$ cat src/rtl/trotrig_arm.sv
// Arming driver for a trotrig counting trigger: resets the target, streams beats, and checks the trigger
// against a plain shadow accumulator. Optional LFSR beat sequence via `TROTRIG_ARM_LFSR_EN.
module trotrig_arm #(
  parameter int                 DINBITS   = 8,
  parameter int                 COUNTBITS = 20,
  parameter logic [DINBITS-1:0] LFSR_TAPS = 'hB8
) (
  input  logic                 clk,
  input  logic                 reset,
  input  logic                 start,
  input  logic [DINBITS-1:0]   fill,
  input  logic                 hold,
  input  logic                 trigger_in,
  output logic                 tgt_reset,
  output logic [DINBITS-1:0]   dout,
  output logic                 dout_en,
  output logic                 busy,
  output logic                 done,
  output logic                 hit,
  output logic                 miss,
  output logic                 early,
  output logic [COUNTBITS:0]   beats
);

`ifdef TROTRIG_ARM_LFSR_EN
  localparam bit LFSR_EN = 1'b1;
`else
  localparam bit LFSR_EN = 1'b0;
`endif

  // Two spare bits so the shadow sum can overshoot THRESH by a full step without wrapping.
  localparam int            AW     = DINBITS + COUNTBITS + 2;
  localparam logic [AW-1:0] THRESH = AW'(1) << (DINBITS + COUNTBITS);
  localparam logic [AW-1:0] BASE   = AW'(1) << DINBITS;

  typedef enum logic [1:0] {S_IDLE, S_TRST, S_STREAM, S_DONE} state_t;

  state_t             state;
  logic [AW-1:0]      acc;
  logic [AW-1:0]      acc_nxt;
  logic [DINBITS-1:0] fill_q;
  logic [DINBITS-1:0] seed;
  logic [DINBITS-1:0] next_d;
  logic               pred;

  assign acc_nxt = acc + AW'(dout) + BASE;
  assign pred    = acc_nxt > THRESH;
  assign dout_en = (state == S_STREAM) && !hold;

  // An all-zero LFSR state would lock up, so a zero fill seeds with 1.
  assign seed   = (LFSR_EN && fill_q == '0) ? {{(DINBITS-1){1'b0}}, 1'b1} : fill_q;
  assign next_d = LFSR_EN ? {dout[DINBITS-2:0], ^(dout & LFSR_TAPS)} : fill_q;

  always_ff @(posedge clk) begin
    if (reset) begin
      state     <= S_IDLE;
      tgt_reset <= 1'b0;
      dout      <= '0;
      busy      <= 1'b0;
      done      <= 1'b0;
      hit       <= 1'b0;
      miss      <= 1'b0;
      early     <= 1'b0;
      beats     <= '0;
      acc       <= '0;
      fill_q    <= '0;
    end else begin
      case (state)
        S_IDLE: if (start) begin
          fill_q    <= fill;
          hit       <= 1'b0;
          miss      <= 1'b0;
          early     <= 1'b0;
          beats     <= '0;
          acc       <= '0;
          dout      <= '0;
          tgt_reset <= 1'b1;
          busy      <= 1'b1;
          state     <= S_TRST;
        end
        S_TRST: begin
          tgt_reset <= 1'b0;
          dout      <= seed;
          state     <= S_STREAM;
        end
        S_STREAM: if (dout_en) begin
          beats <= beats + 1'b1;
          if (pred || trigger_in) begin
            hit   <= pred && trigger_in;
            miss  <= pred && !trigger_in;
            early <= !pred && trigger_in;
            done  <= 1'b1;
            dout  <= '0;
            state <= S_DONE;
          end else begin
            acc  <= acc_nxt;
            dout <= next_d;
          end
        end
        S_DONE: begin
          done  <= 1'b0;
          busy  <= 1'b0;
          state <= S_IDLE;
        end
        default: state <= S_IDLE;
      endcase
    end
  end

endmodule

$ cat config.mk
export PLATFORM = sky130hd
export DESIGN_NAME = trotrig_arm
export DESIGN_NICKNAME = d
export VERILOG_FILES = /design/src/rtl/trotrig_arm.sv
export SDC_FILE = /design/constraint.sdc
export NUM_CORES = 1
export LEC_CHECK = 0
export CORE_AREA = 4 4 104 106
export CTS_CLUSTER_SIZE = 25
export DETAILED_ROUTE_END_ITERATION = 12
export DIE_AREA = 0 0 108 110
export DONT_BUFFER_PORTS = 1
export GPL_ROUTABILITY_DRIVEN = 0
export PLACE_DENSITY = 0.56
export RECOVER_POWER = 50
export SETUP_SLACK_MARGIN = 0.02
export SYNTH_ARGS = -nofsm -noshare
export SYNTH_HDL_FRONTEND = slang
export SYNTH_SLANG_ARGS = --single-unit
$ cat constraint.sdc
create_clock -name clk -period 10.2 [get_ports clk]
set_input_delay 0.51 -clock clk [delete_from_list [all_inputs] [get_ports clk]]
set_output_delay 0.51 -clock clk [all_outputs]
set_load 0.05 [all_outputs]
Yosys cells after proc, flatten, opt, wreduce, memory -nomap -nowiden
Index checks and enable logic that the tools add are counted.
{"block": "totals", "regBits": 75, "inputBits": 13, "output_inout_bits": 36, "wordCells": 76}
{"block": "classes", "add_sub_neg": 3, "n_lt_le_gt_ge": 1, "eq_ne": 7, "mux": 31, "n_reduce_logical": 23}
{"operator": "$mux W30", "count": 3}
{"operator": "$pmux W30 S2", "count": 1}
{"operator": "$mux W21", "count": 2}
{"operator": "$pmux W21 S2", "count": 1}
{"operator": "$add A30 B8 Y30", "count": 1}
{"operator": "$add A30 B9 Y30 const B", "count": 1}
{"operator": "$gt A30 B29 Y1 const B", "count": 1}
{"operator": "$mux W8", "count": 3}
{"operator": "$pmux W8 S3", "count": 1}
{"operator": "$add A21 B1 Y21 const B", "count": 1}
{"operator": "$pmux W1 S2", "count": 6}
{"operator": "$reduce_and A3 Y1", "count": 4}
{"operator": "$mux W1", "count": 10}
{"operator": "$pmux W2 S4", "count": 1}
{"operator": "$reduce_and A4 Y1", "count": 2}
{"operator": "$reduce_bool A2 Y1", "count": 4}
{"operator": "$mux W2", "count": 3}
{"operator": "$ne A2 B2 Y1 const B", "count": 3}
{"operator": "$reduce_and A2 Y1", "count": 3}
{"operator": "$eq A2 B2 Y1 const B", "count": 2}
{"operator": "$logic_and A1 B1 Y1", "count": 4}
{"operator": "$logic_not A1 Y1", "count": 3}
{"operator": "$reduce_bool A3 Y1", "count": 1}
{"operator": "$eq A2 B1 Y1 const B", "count": 1}
{"operator": "other kinds (3)", "count": 3}

Longest topological paths before layout
Gate-level depths: netlist of the first run.
{"block": "logic_depth", "ltp_word": 8, "ltp_mapped": 13}

Worst setup path before layout of the first run
Ideal clock, no wire load.
{"block": "synth_timing", "path_kind": "flip-flop to flip-flop", "startpoint": "register dout[0]", "endpoint": "register acc[10]", "setup_ns": 0.122, "t_arrival_ns": 3.822, "t_required_ns": 10.078, "slack_ns": 6.256, "path_stages_with_launch": 14, "path_buffers": 1, "synth_period_minus_slack_ns": 3.944, "cell_sequence": "dfxtp_1 > ha_1 > inv_1 > fa_1 > nand2b_1 > a211oi_4 > o211ai_1 > or3_1 > a2111oi_0 > o2111ai_1 > o31ai_4 > a21oi_2 > buf_2 > a221o_1"}
{"block": "synth_between", "elab_chain_cells": 6, "elab_cells_between_ends": 9, "classes_between": "2 x add/sub; 1 x order compare; 1 x eq/ne; 3 x mux; 2 x reduce/logical"}
{"item": "start, declared", "line": "15", "rtl": "output logic [DINBITS-1:0] dout,"}
{"item": "start signal, assigned", "line": "97", "rtl": "dout <= next_d;"}
{"item": "$add A30 B8 Y30 *", "line": "46", "rtl": "assign acc_nxt = acc + AW'(dout) + BASE;"}
{"item": "$add A30 B9 Y30 *", "line": "46"}
{"item": "$gt A30 B29 Y1", "line": "47", "rtl": "assign pred = acc_nxt > THRESH;"}
{"item": "$logic_or A1 B1 Y1", "line": "88", "rtl": "if (pred || trigger_in) begin"}
{"item": "$ne A2 B2 Y1 (no source line)"}
{"item": "$reduce_and A4 Y1 (no source line)"}
{"item": "end signal, assigned", "line": "96", "rtl": "acc <= acc_nxt;"}
{"item": "end, declared", "line": "39", "rtl": "logic [AW-1:0] acc;"}
Every way passes the cells marked *; elsewhere a longest branch is shown, timed or not. The select of a mux whose other input is x is not followed.
A chain may end at the register's enable or synchronous reset.

Worst setup path after layout of the first run
{"block": "layout_timing", "startpoint": "register dout[0]", "endpoint": "register acc[2]"}
The elaborated chain is that of the path after synthesis.

==> run_results.csv, run 1 <==
group,metric,value,unit
floorplanning,fp.dieW,108,um
yosys,synth_top_family_by_area,"simple AND/OR/NAND/NOR gates",
yosys,synth_mux_area_share,0.949,%
timing,final_hold_viol_count,0,
clocking,cts_root_buf,"clkbuf_8",
global_routing,first_global_vias,3728,
worst_hold_path,hp-class,"primary input to register",
yosys,async_reset_ff_share,0,%
yosys,synth-compound-area-share,21.9,%
drt,drtAntennaViolNets,0,
floorplanning,num_rows,36,
clocking,cts_tree,"yes",
critical_path,crit_family,"compound AO/OA/AOI/OAI gates",
drt,vias,3870,
pwr,power_frac_seq,44.3,%
yosys,netlist_area,0.00435,mm2
pwr,pwr-share-clk,33.0,%
yosys,synthCells,528,
yosys,yosys_warnings,0,
timing,rsz0062_at_grt,"false",
clocking,clk_pin_slew,0.08,ns
pwr,p_leak,1.71,nW
critical_path,critPathSlowestCell,"dfxtp_1",
floorplanning,initial_core_util,44.5,%
pwr,power.total,0.000768,W
clocking,clk_path_buf_depth,2,
status,status,"finished, final reports clean",
global_routing,grt_start_max_net_pins,31,
job,maxCapViolations,0,
final_layout,diodes,0,
drt,viasPerCell,5.92,
drt,drt-initial-drc-count,212,
global_routing,gr-usage-all-layers,19.8,%
critical_path,path_cells,"ha_1 > inv_1 > fa_1 > nand2b_1 > a211oi_4 > o211ai_1 > or3_1 > a2111oi_0 > o2111ai_1 > o31a_1 > nor3_2 > buf_4 > a22o_1",
timing,drv_slew,0,
yosys,synth-simple-area-share,28.1,%
floorplanning,io_pins,49,
yosys,avgSynthCellArea,8.24,um2
final_layout,syn2layout_area_growth,6.96,%
pwr,p_per_area,165,mW/mm2
yosys,ys_ff_latch,75,
timing,clock_skew,0.00909,ns
critical_path,cp-end-kind,"register",
timing,slew_headroom,41.0,%
timing,setup_viol,0,
critical_path,cp_num_buf_inv,2,
drt,post_drt_wl_per_cell,16.9,um
pwr,irDropWorstVdd,0.128,mV
clocking,clkLatencyLatePin,0.35,ns
timing,post-route-period-util,45.9,%
global_routing,overflow,0,
timing,max_freq,0.214,GHz
yosys,ys_types,59,
pwr,switching_share,35.9,%
placed_design,dpl.hpwl,7.94,mm
drt,dr.pass1.iters,5,
timing,fin_crit,4.68,ns
drt,drt-total-wl,11.0,mm
yosys,synth_edf_count,0,
clocking,numCtsBuffers,9,
critical_path,crit_arrival,4.97,ns
yosys,synth_ff_type,"dfxtp_1",
critical_path,path_class,"register to register",
final_layout,nets,544,
clocking,cts_resized,0,
yosys,seq_area_frac_synth,34.5,%
global_routing,antenna_found_initial,0,
placed_design,io_buffer_count,0,
yosys,synth_xor_area_share,6.24,%
floorplanning,core,0.00977,mm2
critical_path,critPathLaunchType,"register",
clocking,postCtsSetupRepairBufs,0,
timing,worst_pin_slew,0.882,ns
pwr,p_int,0.000492,W
critical_path,cp_slowest_stage_delay,0.66,ns
floorplanning,die-area,0.0119,mm2
timing,final.setup.tns,0,ns
yosys,synth_fa_ha_area_share,4.20,%
floorplanning,die_y,110,um
clocking,htreeDepth,3,
pwr,p_comb_share,22.7,%
yosys,syn-num-nets,555,
global_routing,grt_pass1_wl,18.8,mm
critical_path,cp_max_fo,13,
clocking,cts_hold_buf,0,
clocking,clock-sinks,75,
drt,route.detailed.drc,0,
final_layout,layout-drive-gt1-share,8.06,%
pwr,netSwitchingPower,0.000276,W
critical_path,crit_required,10.49,ns
==> Yosys cell counts (14+ instances only) <==
library cell | number | area (um2)
a21oi_1 | 27 | 135
buf_2 | 14 | 70.1
clkbuf_1 | 14 | 52.6
dfxtp_1 | 75 | 1500
inv_1 | 14 | 52.6
nand2_1 | 67 | 251
nand3_1 | 22 | 110
nand4_1 | 14 | 87.6
nor2_1 | 58 | 218
or3_1 | 14 | 87.6
xor2_1 | 24 | 210
==> final cells by class <==
cell class / instances / area (um2)
fill: 984 / 5120
tap: 133 / 166
timing repair buffer: 6 / 45.0
multi-input combinational: 411 / 2680
sequential: 75 / 1500
clock inverter: 6 / 90.1
clock buffer: 9 / 124
inverter: 14 / 52.6
==> worst paths after layout <==
kind                     startpoint                endpoint  slack (ns)  depth (start not counted)
max            dout[0]$_SDFFE_PP0P_     acc[2]$_SDFFE_PP0P_        5.52                         13
min                           reset  fill_q[5]$_SDFFE_PP0P_        0.21                          1
max reg2reg    dout[0]$_SDFFE_PP0P_     acc[2]$_SDFFE_PP0P_        5.52                         13
min reg2reg  fill_q[5]$_SDFFE_PP0P_  fill_q[5]$_SDFFE_PP0P_        0.46                          2
==> metrics by stage <==
stage / setup WS [ns] / std cells / cell area, um2 / hold slack (ns) / utilization (%)
after global placement: 5.66 / 639 / 4440 / 0.445 / 45.4
final: 5.52 / 654 / 4650 / 0.215 / 47.6
after detailed placement: 5.56 / 639 / 4440 / 0.450 / 45.4
after CTS: 5.51 / 654 / 4650 / 0.187 / 47.6
after floorplan: 6.26 / 528 / 4350 / 0.437 / -
after global routing: 5.09 / 654 / 4650 / 0.176 / 47.6
==> kinds of logic after synthesis <==
group           count (synthesis)
flops                          75
simple gates                  243
xor+xnor                       31
mux                             4
fa+ha+maj                      14
compound gates                119
buf+inv                        42
==> routing by layer <==
layer  vias to the layer above  track usage, %  routed length, um
met5                         -               0                  0
met4                         0            6.04                154
met2                       117            30.6               5010
met3                        15            5.30                723
met1                      1832            27.1               5150
li1                       1906               -                  -
==> power groups by stage <==
stage	sequential, W	clock [W]	combinational (W)
2_1_floorplan	0.000342	0	0.000132
3_3_place_gp	0.000346	0	0.000171
3_5_place_dp	0.000347	0	0.000175
4_1_cts	0.000340	0.000263	0.000176
5_1_grt	0.000343	0.000277	0.000196
6_report	0.000340	0.000253	0.000174
==> worst register-to-register path, delay by kind of cell (launching register included) <==
kind | cells | cell delay (ns)
flip-flops | 1 | 0.66
AND/OR/NAND/NOR | 3 | 1.14
adder cells (fa/ha/maj) | 2 | 0.67
AO/OA/AOI/OAI | 6 | 1.75
buffers and inverters | 2 | 0.39
==> state kept, by name, summed over array words and instances (netlist names) <==
signal and flops:
acc 30, beats 21, busy 1, done 1
dout 8, early 1, fill_q 8, hit 1
miss 1, state 2, tgt_reset 1
==> layout by cell type (no fill, tap or decap), drive strengths merged, types with 4 or more instances in the layout <==
| cell | count |
|---|---|
| a2111oi | 10 |
| a211oi | 5 |
| a21o | 10 |
| a21oi | 29 |
| a221o | 12 |
| a22o | 10 |
| a32o | 8 |
| and2 | 7 |
| and3 | 9 |
| and4 | 5 |
| buf | 6 |
| clkbuf | 9 |
| dfxtp | 75 |
| ha | 13 |
| inv | 15 |
| nand2 | 67 |
| nand2b | 5 |
| nand3 | 24 |
| nand4 | 14 |
| nor2 | 58 |
| nor3 | 14 |
| nor4 | 13 |
| o21a | 5 |
| o21ai | 13 |
| or2 | 4 |
| or3 | 14 |
| xnor2 | 7 |
| xor2 | 24 |
No activity file was read; power rests on OpenSTA's default activity.
==> inputs of run 2 (changes only) <==
- PLACE_DENSITY: 0.56 -> 0.58
- clock period: 10.2 -> 3.9 ns (I/O delays scaled with it)
==> run_results.csv, run 2 (synthesis results as in run 1) <==
group,metric,value,unit
status,status,"finished, final reports clean",
global_routing,antenna_found_initial,0,
clocking,clk_path_buf_depth,2,
clocking,clock-sinks,75,
placed_design,dpl.hpwl,8.13,mm
floorplanning,fp.dieW,108,um
job,maxCapViolations,0,
floorplanning,num_rows,36,
drt,route.detailed.drc,0,
clocking,cts_root_buf,"clkbuf_8",
timing,max_freq,0.267,GHz
placed_design,dp.cells,658,
final_layout,largest_reg_flops,30,
drt,vias,3991,
drt,drt-total-wl,11.5,mm
pwr,irDropWorstVdd,0.360,mV
final_layout,diodes,0,
timing,slew_headroom,26.4,%
floorplanning,io_pins,49,
final_layout,fillers,958,
clocking,cts_tree,"yes",
pwr,power_frac_seq,44.2,%
timing,worst_pin_slew,1.10,ns
floorplanning,core,0.00977,mm2
critical_path,cp-end-kind,"register",
timing,setup_viol,0,
final_layout,fin_cells,686,
final_layout,regArea,0.00150,mm2
timing,fin_crit,3.74,ns
final_layout,syn2layout_area_growth,14.5,%
global_routing,grt_pass1_wl,19.3,mm
critical_path,path_class,"register to register",
final_layout,layout_common_cells,"dfxtp_1, nand2_1, nor2_1",
floorplanning,initial_core_util,44.5,%
pwr,switching_share,36.7,%
pwr,p_int,0.00126,W
global_routing,gr-usage-all-layers,20.2,%
critical_path,crit_arrival,3.98,ns
timing,drv_slew,0,
global_routing,first_global_vias,3870,
final_layout,nets,576,
floorplanning,die_y,110,um
clocking,htreeDepth,3,
final_layout,largestRegisters,"acc (30), beats (21)",
final_layout,layout-drive-gt1-share,12.3,%
timing,final_hold_viol_count,0,
drt,drtAntennaViolNets,0,
pwr,p_per_area,398,mW/mm2
drt,viasPerCell,5.82,
clocking,clkLatencyLatePin,0.35,ns
critical_path,critPathLaunchType,"register",
clocking,numCtsBuffers,9,
timing,post-route-period-util,96.0,%
final_layout,final_util,51.0,%
worst_hold_path,hp-class,"primary input to register",
critical_path,cp_max_fo,11,
timing,clock_skew,0.00897,ns
final_layout,layout_commonest_cell,"dfxtp_1",
pwr,p_leak,1.84,nW
final_layout,regMostFlops,"acc",
placed_design,io_buffer_count,0,
drt,dr.pass1.iters,5,
drt,post_drt_wl_per_cell,16.8,um
pwr,pwr-share-clk,30.1,%
global_routing,overflow,0,
global_routing,grt_start_max_net_pins,24,
floorplanning,die-area,0.0119,mm2
critical_path,crit_required,4.14,ns
final_layout,multi_input_area,0.00278,mm2
drt,drt-initial-drc-count,269,
clocking,clk_pin_slew,0.08,ns
pwr,p_comb_share,25.7,%
pwr,netSwitchingPower,0.000728,W
[run 2: cell count changes in the layout (fill, tap and decap cells not counted), sizes merged]
cell	before	now
buf	6	20
clkbuf	9	19
dlygate4sd3	0	9
a21oi	29	30
bufinv	2	1
inv	15	14
[run 2: worst max-delay path: stages (launching register included)]
cell and delay (ns):
dfxtp_1 0.34, ha_2 0.18, inv_1 0.05, fa_1 0.39
nand2b_4 0.17, a211oi_4 0.30, buf_4 0.18, o211ai_1 0.14
and2_1 0.22, a2111oi_4 0.34, o2111ai_2 0.18, buf_4 0.18
o31ai_4 0.32, buf_4 0.19, a21oi_4 0.11, a221o_1 0.32
[run 2: layer usage]
layer	share of wire, %	up-vias	wire [um]	global-route usage, %
met5	0	-	0	0
met1	47	1896	5370	27.5
li1	-	1975	-	-
met3	5.8	14	669	5.18
met2	46	106	5270	31.4
met4	1.7	0	194	6.22
[run 2: power groups by stage]
stage               Combinational (W)  Clock [W]  Sequential [W]
finish                       0.000510   0.000597        0.000877
CTS                          0.000483   0.000619        0.000877
global placement             0.000463          0        0.000894
global route                 0.000571   0.000649        0.000882
detailed placement           0.000465          0        0.000895
floorplan                    0.000347          0        0.000894
[run 2: cell type report]
cell class	count	share of cell area, %
Timing Repair Buffer	37	5.73
Multi-Input combinational cell	412	55.9
Sequential cell	75	30.2
Tap cell	133	3.34
Inverter	14	1.05
Clock inverter	4	1.03
Clock buffer	11	2.84
[run 2: worst paths after layout]
path | start | end | slack [ns] | cells past startpoint
max | acc[0]$_SDFFE_PP0P_ | acc[27]$_SDFFE_PP0P_ | 0.16 | 15
min | reset | early$_SDFFE_PP0P_ | 0.03 | 2
max reg2reg | acc[0]$_SDFFE_PP0P_ | acc[27]$_SDFFE_PP0P_ | 0.16 | 15
min reg2reg | fill_q[0]$_SDFFE_PP0P_ | fill_q[0]$_SDFFE_PP0P_ | 0.47 | 2
[run 2: stage by stage]
stage | hold slack [ns] | power [W] | setup TNS, ns | setup WS [ns] | instance area [um2]
6_report | 0.0336 | 0.00198 | 0 | 0.157 | 4980
5_1_grt | 0.0243 | 0.00210 | -0.000204 | -0.000191 | 4980
4_1_cts | 0.0200 | 0.00198 | 0 | 0.0271 | 4880
3_5_place_dp | 0.269 | 0.00136 | -0.0342 | -0.0209 | 4580
3_3_place_gp | 0.266 | 0.00136 | 0 | 0.0914 | 4580
2_1_floorplan | 0.331 | 0.00124 | 0 | 0.0285 | 4350
[run 2: timing repair]
item | CTS | global route
endpoints found under the setup margin | 22 | 41
hold buffers | 9 | 0
pin swaps | 1 | 8
gates resized for setup | 2 | 20
endpoints found under the hold margin | 14 | 0
buffers inserted | 0 | 3
cloned | 0 | 1
